$ cat config.mk
export PLATFORM = sky130hd
export DESIGN_NAME = pio_sram_bridge_flat
export DESIGN_NICKNAME = d
export VERILOG_FILES = /design/src/rtl/pio_sram_bridge_if.sv /design/src/rtl/pio_sram_bridge.sv /design/src/flat_wrapper.sv
export SDC_FILE = /design/constraint.sdc
export NUM_CORES = 1
export LEC_CHECK = 0
export CAP_MARGIN = 20
export CORE_MARGIN = 2
export CORE_UTILIZATION = 40
export DETAILED_ROUTE_END_ITERATION = 6
export DONT_BUFFER_PORTS = 1
export SYNTH_ARGS = -nofsm -noshare
export SYNTH_HDL_FRONTEND = slang
export SYNTH_SLANG_ARGS = --single-unit
$ cat constraint.sdc
create_clock -name clk -period 2.6 [get_ports clk]
set_input_delay 0.26 -clock clk [delete_from_list [all_inputs] [get_ports clk]]
set_output_delay 0.26 -clock clk [all_outputs]
set_load 0.01 [all_outputs]
$ cat src/rtl/pio_sram_bridge_if.sv
// +--------------------------------------------------------------------------+
// | pio_sram_bridge_if : PIO command side and async SRAM side of the bridge   |
// | Rev 1.0                                                                   |
// +--------------------------------------------------------------------------+
`default_nettype none

interface pio_sram_bridge_if #(
   parameter int ADDR_W = 11,
   parameter int DATA_W = 16
);
   logic [ADDR_W-1:0] addr_in;
   logic [DATA_W-1:0] wdata_in;
   logic [1:0]        cmd_in;
   logic [DATA_W-1:0] rdata_out;
   logic [2:0]        status_out;
   logic [ADDR_W-1:0] mem_addr;
   logic [DATA_W-1:0] mem_wdata;
   logic              mem_wdata_oe;
   logic [DATA_W-1:0] mem_rdata;
   logic              mem_ce_n;
   logic              mem_oe_n;
   logic              mem_we_n;

   // master: software PIOs plus the SRAM device; slave: the bridge itself
   modport master (
      output addr_in, wdata_in, cmd_in, mem_rdata,
      input  rdata_out, status_out, mem_addr, mem_wdata, mem_wdata_oe,
             mem_ce_n, mem_oe_n, mem_we_n
   );

   modport slave (
      input  addr_in, wdata_in, cmd_in, mem_rdata,
      output rdata_out, status_out, mem_addr, mem_wdata, mem_wdata_oe,
             mem_ce_n, mem_oe_n, mem_we_n
   );
endinterface

`default_nettype wire

$ cat src/rtl/pio_sram_bridge.sv
// +--------------------------------------------------------------------------+
// | pio_sram_bridge : one timed async-SRAM read/write per PIO start edge     |
// | Rev 1.0                                                                   |
// +--------------------------------------------------------------------------+
`default_nettype none

module pio_sram_bridge #(
   parameter int ADDR_W      = 11,
   parameter int DATA_W      = 16,
   parameter int WAIT_CYCLES = 2
) (
   input  logic                clk,
   input  logic                reset_n,
   pio_sram_bridge_if.slave    bus
);

   typedef enum logic [1:0] {
      IDLE    = 2'd0,
      SETUP   = 2'd1,
      ACCESS  = 2'd2,
      RECOVER = 2'd3
   } state_t;

   state_t            state;
   logic              start_q;
   logic              is_write;
   logic [3:0]        wait_cnt;
   logic [DATA_W-1:0] rdata;
   logic              overrun;
   logic              done;
   logic              busy;
   logic [ADDR_W-1:0] addr_q;
   logic [DATA_W-1:0] wdata_q;
   logic              wdata_oe;
   logic              ce_n;
   logic              oe_n;
   logic              we_n;
   logic              start_edge;

   assign start_edge = bus.cmd_in[0] & ~start_q;

   always_ff @(posedge clk or negedge reset_n) begin
      if (!reset_n) begin
         state    <= IDLE;
         start_q  <= 1'b1;   // a start level held high through reset must not fire
         is_write <= 1'b0;
         wait_cnt <= 4'd0;
         rdata    <= '0;
         overrun  <= 1'b0;
         done     <= 1'b0;
         busy     <= 1'b0;
         addr_q   <= '0;
         wdata_q  <= '0;
         wdata_oe <= 1'b0;
         ce_n     <= 1'b1;
         oe_n     <= 1'b1;
         we_n     <= 1'b1;
      end else begin
         start_q <= bus.cmd_in[0];
         if (start_edge && (state != IDLE)) begin
            overrun <= 1'b1;
         end
         case (state)
            IDLE: begin
               if (start_edge) begin
                  addr_q   <= bus.addr_in;
                  wdata_q  <= bus.wdata_in;
                  is_write <= bus.cmd_in[1];
                  wdata_oe <= bus.cmd_in[1];
                  done     <= 1'b0;
                  overrun  <= 1'b0;
                  busy     <= 1'b1;
                  ce_n     <= 1'b0;
                  state    <= SETUP;
               end
            end
            SETUP: begin
               wait_cnt <= 4'(WAIT_CYCLES);
               if (is_write) begin
                  we_n <= 1'b0;
               end else begin
                  oe_n <= 1'b0;
               end
               state <= ACCESS;
            end
            ACCESS: begin
               if (wait_cnt == 4'd0) begin
                  // SRAM data is sampled while oe_n is still low
                  if (!is_write) begin
                     rdata <= bus.mem_rdata;
                  end
                  oe_n  <= 1'b1;
                  we_n  <= 1'b1;
                  state <= RECOVER;
               end else begin
                  wait_cnt <= wait_cnt - 4'd1;
               end
            end
            RECOVER: begin
               ce_n     <= 1'b1;
               wdata_oe <= 1'b0;
               busy     <= 1'b0;
               done     <= 1'b1;
               state    <= IDLE;
            end
            default: begin
               state <= IDLE;
            end
         endcase
      end
   end

   assign bus.rdata_out    = rdata;
   assign bus.status_out   = {overrun, done, busy};
   assign bus.mem_addr     = addr_q;
   assign bus.mem_wdata    = wdata_q;
   assign bus.mem_wdata_oe = wdata_oe;
   assign bus.mem_ce_n     = ce_n;
   assign bus.mem_oe_n     = oe_n;
   assign bus.mem_we_n     = we_n;

endmodule

`default_nettype wire

$ cat src/flat_wrapper.sv
// flat-port wrapper written by rule: the top's interface ports become plain ports
module pio_sram_bridge_flat 
#(
   parameter int ADDR_W      = 11,
   parameter int DATA_W      = 16,
   parameter int WAIT_CYCLES = 2
)
  (clk, reset_n, bus_addr_in, bus_wdata_in, bus_cmd_in, bus_mem_rdata, bus_rdata_out, bus_status_out, bus_mem_addr, bus_mem_wdata, bus_mem_wdata_oe, bus_mem_ce_n, bus_mem_oe_n, bus_mem_we_n);
  pio_sram_bridge_if #(.ADDR_W(ADDR_W), .DATA_W(DATA_W)) bus_i ();
  input  logic clk;
  input  logic reset_n;
  input wire logic [$bits(bus_i.addr_in)-1:0] bus_addr_in;
  input wire logic [$bits(bus_i.wdata_in)-1:0] bus_wdata_in;
  input wire logic [$bits(bus_i.cmd_in)-1:0] bus_cmd_in;
  input wire logic [$bits(bus_i.mem_rdata)-1:0] bus_mem_rdata;
  output wire logic [$bits(bus_i.rdata_out)-1:0] bus_rdata_out;
  output wire logic [$bits(bus_i.status_out)-1:0] bus_status_out;
  output wire logic [$bits(bus_i.mem_addr)-1:0] bus_mem_addr;
  output wire logic [$bits(bus_i.mem_wdata)-1:0] bus_mem_wdata;
  output wire logic [$bits(bus_i.mem_wdata_oe)-1:0] bus_mem_wdata_oe;
  output wire logic [$bits(bus_i.mem_ce_n)-1:0] bus_mem_ce_n;
  output wire logic [$bits(bus_i.mem_oe_n)-1:0] bus_mem_oe_n;
  output wire logic [$bits(bus_i.mem_we_n)-1:0] bus_mem_we_n;
  assign bus_i.addr_in = bus_addr_in;
  assign bus_i.wdata_in = bus_wdata_in;
  assign bus_i.cmd_in = bus_cmd_in;
  assign bus_i.mem_rdata = bus_mem_rdata;
  assign bus_rdata_out = bus_i.rdata_out;
  assign bus_status_out = bus_i.status_out;
  assign bus_mem_addr = bus_i.mem_addr;
  assign bus_mem_wdata = bus_i.mem_wdata;
  assign bus_mem_wdata_oe = bus_i.mem_wdata_oe;
  assign bus_mem_ce_n = bus_i.mem_ce_n;
  assign bus_mem_oe_n = bus_i.mem_oe_n;
  assign bus_mem_we_n = bus_i.mem_we_n;
  pio_sram_bridge #(.ADDR_W(ADDR_W), .DATA_W(DATA_W), .WAIT_CYCLES(WAIT_CYCLES)) u_core (.clk(clk), .reset_n(reset_n), .bus(bus_i));
endmodule
==> impl_metrics.py, run 1 <==
metrics = {
    "sta": {
        "setup_viol": 0,
        "worstMarginPinSlew_ps": 820.9,
        "fin_skew_ps": 4.971,
        "max_freq_ghz": 0.4293,
        "fin_crit_sh": 0.8959,
        "rsz0062_at_grt": "no",
        "fin_setup_tns_ps": 0,
        "slew_viol_final": 0,
        "hold_viol": 0,
        "period_minus_slack_ps": 2329,
        "timing.hold.ws_ps": 33.55,
        "slew_headroom": 0.4527,
    },
    "power": {
        "p_int_mw": 2.349,
        "clockPowerShare": 0.251,
        "switching_share": 0.3473,
        "power.total_mw": 3.599,
        "comb_power_share": 0.249,
        "peakVddDrop_uv": 496.7,
        "cellLeakagePower_nw": 1.366,
        "power.net_switching_mw": 1.250,
        "seqPwrFrac": 0.500,
        "p_per_area_mw_per_mm2": 1323,
    },
    "die": {
        "die_h_um": 81.78,
        "ios": 97,
        "core_sq_mm": 0.005886,
        "fp.dieArea_sq_mm": 0.006688,
        "placementRows": 28,
        "initial_utilization": 0.4111,
        "die_x_um": 81.78,
    },
    "yosys": {
        "yosysUniqueCellTypes": 35,
        "synth_flop_cell": "dfrtp_1",
        "synth_edf_count": 0,
        "synth_top_area_share": 0.5584,
        "synth_nets": 274,
        "ys_async_sr_fraction": 1.000,
        "syn_area_sq_mm": 0.002420,
        "synth_most_common_cell": "nand2_1",
        "postSynthAreaPerCell_sq_um": 10.95,
        "synthTopCellsByCount": "88 x nand2_1, 54 x dfrtp_1, 10 x mux2_4",
        "synthCells": 221,
        "synth_area_leader_cell": "dfrtp_1",
        "synthTopCellsByArea": "dfrtp_1 56%, nand2_1 14%, mux2_4 6.2%",
        "ys_ff_latch": 58,
        "yosys_warnings": 0,
        "yosysSeqAreaShare": 0.6019,
    },
    "route": {
        "wirelength_um": 4565,
        "num_vias": 1506,
        "drt_iter0_drc": 66,
        "via_per_inst": 4.922,
        "wl_per_cell_um": 14.92,
        "postRouteAntennaNets": 0,
        "drc": 0,
        "first_pass_iters": 4,
    },
    "global_route": {
        "grt_overflow": 0,
        "grt_util_all_layers": 0.1428,
        "grt_max_degree": 59,
        "grt_pass1_wl_um": 6920,
        "grt_pass1_vias": 1491,
        "antenna_found_initial": 0,
    },
    "cts": {
        "cts_buffer_depth": 2,
        "cts_setup_buffers": 0,
        "clk_latency_ps": 330,
        "path_clk_slew_ps": 70,
        "cts.sinks": 58,
        "tritoncts": "built",
        "root_buffer": "clkbuf_8",
        "cts_max_level": 3,
        "cts_buffers": 9,
    },
    "worst_setup_path": {
        "r2r_slack_ps": 270,
        "crit_path_max_fanout": 16,
        "critPathArrivalTime_ps": 2540,
        "cp.required_ps": 2810,
        "crit_chain": "inv_1, ha_1, or3b_4, or3_1, mux2_4",
        "startpoint": "u_core.wait_cnt[0]",
        "r2r-end": "u_core.bus.rdata_out[5]",
        "cpPeakStageDelay_ps": 670,
        "crit_path_end_kind": "flip-flop",
        "cp-start-kind": "flip-flop",
        "rr_startpoint": "u_core.wait_cnt[0]",
        "worstRegToRegCells": 5,
        "crit_type": "flip-flop to flip-flop",
        "slowest_stage": "or3_1",
        "worstSetupEndpoint": "u_core.bus.rdata_out[5]",
    },
    "final_layout": {
        "area_delta_synth_final_pct": 12.41,
        "final_cells": 306,
        "diodes": 0,
        "drive_gt1_frac": 0.1818,
        "final_area_sq_mm": 0.002720,
        "layout.nets": 279,
    },
    "outcome": {
        "status": "finished, final reports clean",
    },
    "job": {
        "drv_cap": 0,
    },
    "placement": {
        "place_area_sq_mm": 0.002455,
        "gp_congestion": 0.7016,
        "post-place-cells": 287,
        "portBuffers": 0,
        "dpl.hpwl_um": 3060,
    },
    "hold_path": {
        "hold_class": "input port to flip-flop",
    },
}
## sequential cells by signal (all words and copies together) (netlist names), named ones only
name	count
u_core.bus.mem_wdata	16
u_core.bus.rdata_out	16
u_core.bus.mem_addr	11
u_core.wait_cnt	4
u_core.state	2
u_core.bus.mem_ce_n	1
u_core.bus.mem_oe_n	1
u_core.bus.mem_wdata_oe	1
u_core.bus.mem_we_n	1
u_core.busy	1
u_core.done	1
u_core.is_write	1
u_core.start_q	1
## what timing repair did
item	in CTS	in global routing
hold buffers	3	0
hold endpoints to repair	59	0
resized for setup	0	0
## through the flow
stage          setup slack [ps]    util
3_3_place_gp              339.6  0.4171
5_1_grt                   190.5  0.4622
3_5_place_dp              283.7  0.4171
6_report                  270.6  0.4622
2_1_floorplan             566.7       -
4_1_cts                   272.6  0.4622
## how the worst min path moves through the flow
stage | cells past startpoint | endpoint | startpoint | slack [ps]
after global routing | 2 | u_core.bus.mem_addr[7] | bus_addr_in[7] | 20
after global placement | 0 | u_core.wait_cnt[3] | reset_n | -30
after detailed placement | 0 | u_core.bus.rdata_out[0] | reset_n | -30
after floorplan | 0 | async pin | reset_n | -40
after CTS | 2 | u_core.bus.mem_addr[2] | bus_addr_in[2] | 20
final | 2 | u_core.bus.mem_addr[2] | bus_addr_in[2] | 30
## power by group through the flow
stage	clock network (mW)	registers (mW)	logic, mW
4_1_cts	0.931	1.81	0.915
3_5_place_dp	0	1.82	0.891
3_3_place_gp	0	1.82	0.849
2_1_floorplan	0	1.72	0.801
6_report	0.905	1.80	0.896
5_1_grt	0.974	1.87	1.03
## critical path, delay by kind of cell, from the launching register on
kind	cells	cell delay (ps)
simple gates	2	1080
mux	1	420
flops	1	390
buf+inv	1	120
fa+ha+maj	1	190
## routing by layer
layer,GRT usage,routed length [um]
met1,0.1612,1915
met2,0.2203,2080
met3,0.05604,452
met4,0.1000,116
met5,0,0
## cells in the final DEF, fill, tap and decap left out, types with 2 or more instances in the layout
cell	instances
nand2_1	88
dfrtp_1	54
mux2_4	10
clkbuf_8	10
mux2_2	7
inv_1	6
ha_1	6
o21ai_0	4
clkinv_2	4
dfstp_2	4
nor2_1	3
a21oi_1	3
buf_4	3
o22ai_1	2
nand2b_1	2
a22o_1	2
a31oi_1	2
bufinv_16	2
dlygate4sd3_1	2
## area by class of cell
| type | count | area [sq um] |
|---|---|---|
| clock buffers | 10 | 137.6 |
| clock inverters | 6 | 80.08 |
| fillers | 564 | 3166 |
| inverters | 6 | 22.52 |
| multi-input cells | 145 | 859.6 |
| flip-flops and latches | 58 | 1456 |
| well taps | 75 | 93.84 |
| repair buffers | 6 | 70.07 |
## logic make-up (layout without fill, tap and decap cells)
| group | Yosys count | count (layout) | synth area share |
|---|---|---|---|
| muxes | 18 | 18 | 0.09876 |
| xor gates and xnor gates | 1 | 1 | 0.003620 |
| DFF | 58 | 58 | 0.6019 |
| and+or+nand+nor | 101 | 101 | 0.1701 |
| AOI/OAI and AO/OA | 19 | 19 | 0.05171 |
| buffers and inverters | 18 | 28 | 0.04291 |
| adders and majority gates | 6 | 6 | 0.03102 |
Note: power is estimated with default switching activity, not from simulation.
==> run 2: changes to the inputs <==
- MAX_ROUTING_LAYER: not set -> met4
==> impl_metrics.py, run 2 (synthesized netlist as in run 1, its figures left out) <==
metrics = {
    "die": {
        "placementRows": 28,
        "core_sq_mm": 0.005886,
        "die_x_um": 81.78,
        "die_h_um": 81.78,
        "fp.dieArea_sq_mm": 0.006688,
        "initial_utilization": 0.4111,
        "ios": 97,
    },
    "route": {
        "wirelength_um": 4559,
        "via_per_inst": 4.912,
        "drc": 0,
        "num_vias": 1503,
        "wl_per_cell_um": 14.90,
        "first_pass_iters": 4,
        "drt_iter0_drc": 67,
        "postRouteAntennaNets": 0,
    },
    "power": {
        "power.total_mw": 3.601,
        "cellLeakagePower_nw": 1.366,
        "peakVddDrop_uv": 497.5,
        "p_per_area_mw_per_mm2": 1324,
    },
    "final_layout": {
        "drive_gt1_frac": 0.1818,
        "layout_commonest_cell": "nand2_1",
        "final_cell_mix": "88 x nand2_1, 54 x dfrtp_1, 10 x mux2_4, 10 x clkbuf_8, 7 x mux2_2",
        "area_delta_synth_final_pct": 12.41,
        "diodes": 0,
        "layout.nets": 279,
    },
    "placement": {
        "dpl.hpwl_um": 3060,
        "gp_congestion": 0.7093,
        "dp_slack_ps": 283.7,
        "portBuffers": 0,
    },
    "global_route": {
        "grt_max_degree": 59,
        "grt_util_all_layers": 0.1469,
        "antenna_found_initial": 0,
        "grt_pass1_wl_um": 6920,
        "grt_overflow": 0,
        "grt_pass1_vias": 1496,
    },
    "worst_setup_path": {
        "crit_type": "flip-flop to flip-flop",
        "r2r_slack_ps": 270,
        "rr_startpoint": "u_core.wait_cnt[0]",
        "startpoint": "u_core.wait_cnt[0]",
        "worstRegToRegCells": 5,
        "cpPeakStageDelay_ps": 670,
        "crit_chain": "inv_1, ha_1, or3b_4, or3_1, mux2_4",
        "crit_buf_inv": 1,
        "critPathArrivalTime_ps": 2540,
        "r2r-end": "u_core.bus.rdata_out[5]",
        "slowest_stage": "or3_1",
        "crit_path_max_fanout": 16,
        "worstSetupPathDepth": 5,
        "cp-start-kind": "flip-flop",
        "cp.required_ps": 2810,
        "crit_path_end_kind": "flip-flop",
        "critical-path-top-delay-family": "simple AND/OR/NAND/NOR gates",
        "worstSetupEndpoint": "u_core.bus.rdata_out[5]",
    },
    "sta": {
        "fin_skew_ps": 4.966,
        "fin_crit_sh": 0.8958,
        "slew_headroom": 0.4527,
        "hold_viol": 0,
        "period_minus_slack_ps": 2329,
        "max_freq_ghz": 0.4294,
        "worstMarginPinSlew_ps": 820.9,
        "slew_viol_final": 0,
        "fin_setup_tns_ps": 0,
        "setup_ws_ps": 270.9,
        "rsz0062_at_grt": "no",
        "setup_viol": 0,
        "timing.hold.ws_ps": 33.44,
    },
    "cts": {
        "clk_latency_ps": 330,
        "cts_hold_buffers": 3,
        "path_clk_slew_ps": 70,
        "cts_buffer_depth": 2,
        "cts_setup_buffers": 0,
        "cts_buffers": 9,
        "cts.sinks": 58,
        "root_buffer": "clkbuf_8",
        "ctsResizeCount": 0,
        "tritoncts": "built",
        "cts_max_level": 3,
    },
    "hold_path": {
        "min_from": "bus_addr_in[2]",
        "hold_class": "input port to flip-flop",
    },
    "outcome": {
        "status": "finished, final reports clean",
    },
    "job": {
        "drv_cap": 0,
    },
}
## run 2: cell counts in the layout (fill, tap and decap cells not counted)
Identical to the previous run, type by type.
## run 2: how the worst min path moves through the flow
stage               cells past startpoint                       to
floorplan                               0                async pin
global placement                        0       u_core.wait_cnt[3]
detailed placement                      0  u_core.bus.rdata_out[0]
CTS                                     2   u_core.bus.mem_addr[2]
global route                            2   u_core.bus.mem_addr[7]
finish                                  2   u_core.bus.mem_addr[2]
## run 2: per-layer routing
layer | vias up | track usage | wire [um]
li1 | 720 | - | -
met1 | 707 | 0.1696 | 1965
met2 | 66 | 0.2203 | 2065
met3 | 10 | 0.04286 | 410
met4 | 0 | 0.1000 | 116
met5 | - | - | 0
## run 2: area by class of cell
class                   count  area, sq um
multi-input cells         145        859.6
repair buffers              6        70.07
fillers                   564         3166
flip-flops and latches     58         1456
inverters                   6        22.52
well taps                  75        93.84
clock buffers              10        137.6
clock inverters             6        80.08
## run 2: power by group
group	leakage [nW]	total [mW]	switching (mW)	internal, mW
sequential	0.700	1.80	0.466	1.33
clock	0.116	0.906	0.348	0.558
combinational	0.550	0.896	0.438	0.457
## run 2: worst register-to-register path: stages (launching register included)
cell	delay [ps]
dfrtp_1	390
inv_1	120
ha_1	190
or3b_4	410
or3_1	670
mux2_4	430
## run 2: metrics by stage
step	cells	instance area, sq um	utilization
global placement	287	2455	0.4171
global route	306	2720	0.4622
finish	306	2720	0.4622
CTS	306	2720	0.4622
detailed placement	287	2455	0.4171
floorplan	221	2420	-
==> run 3: changes to the inputs <==
- CTS_BUF_LIST: not set -> sky130_fd_sc_hd__clkbuf_8
- SLEW_MARGIN: not set -> 30
==> results of run 3 <==
No change in the layout: final DEF, timing and power equal those of run 2.
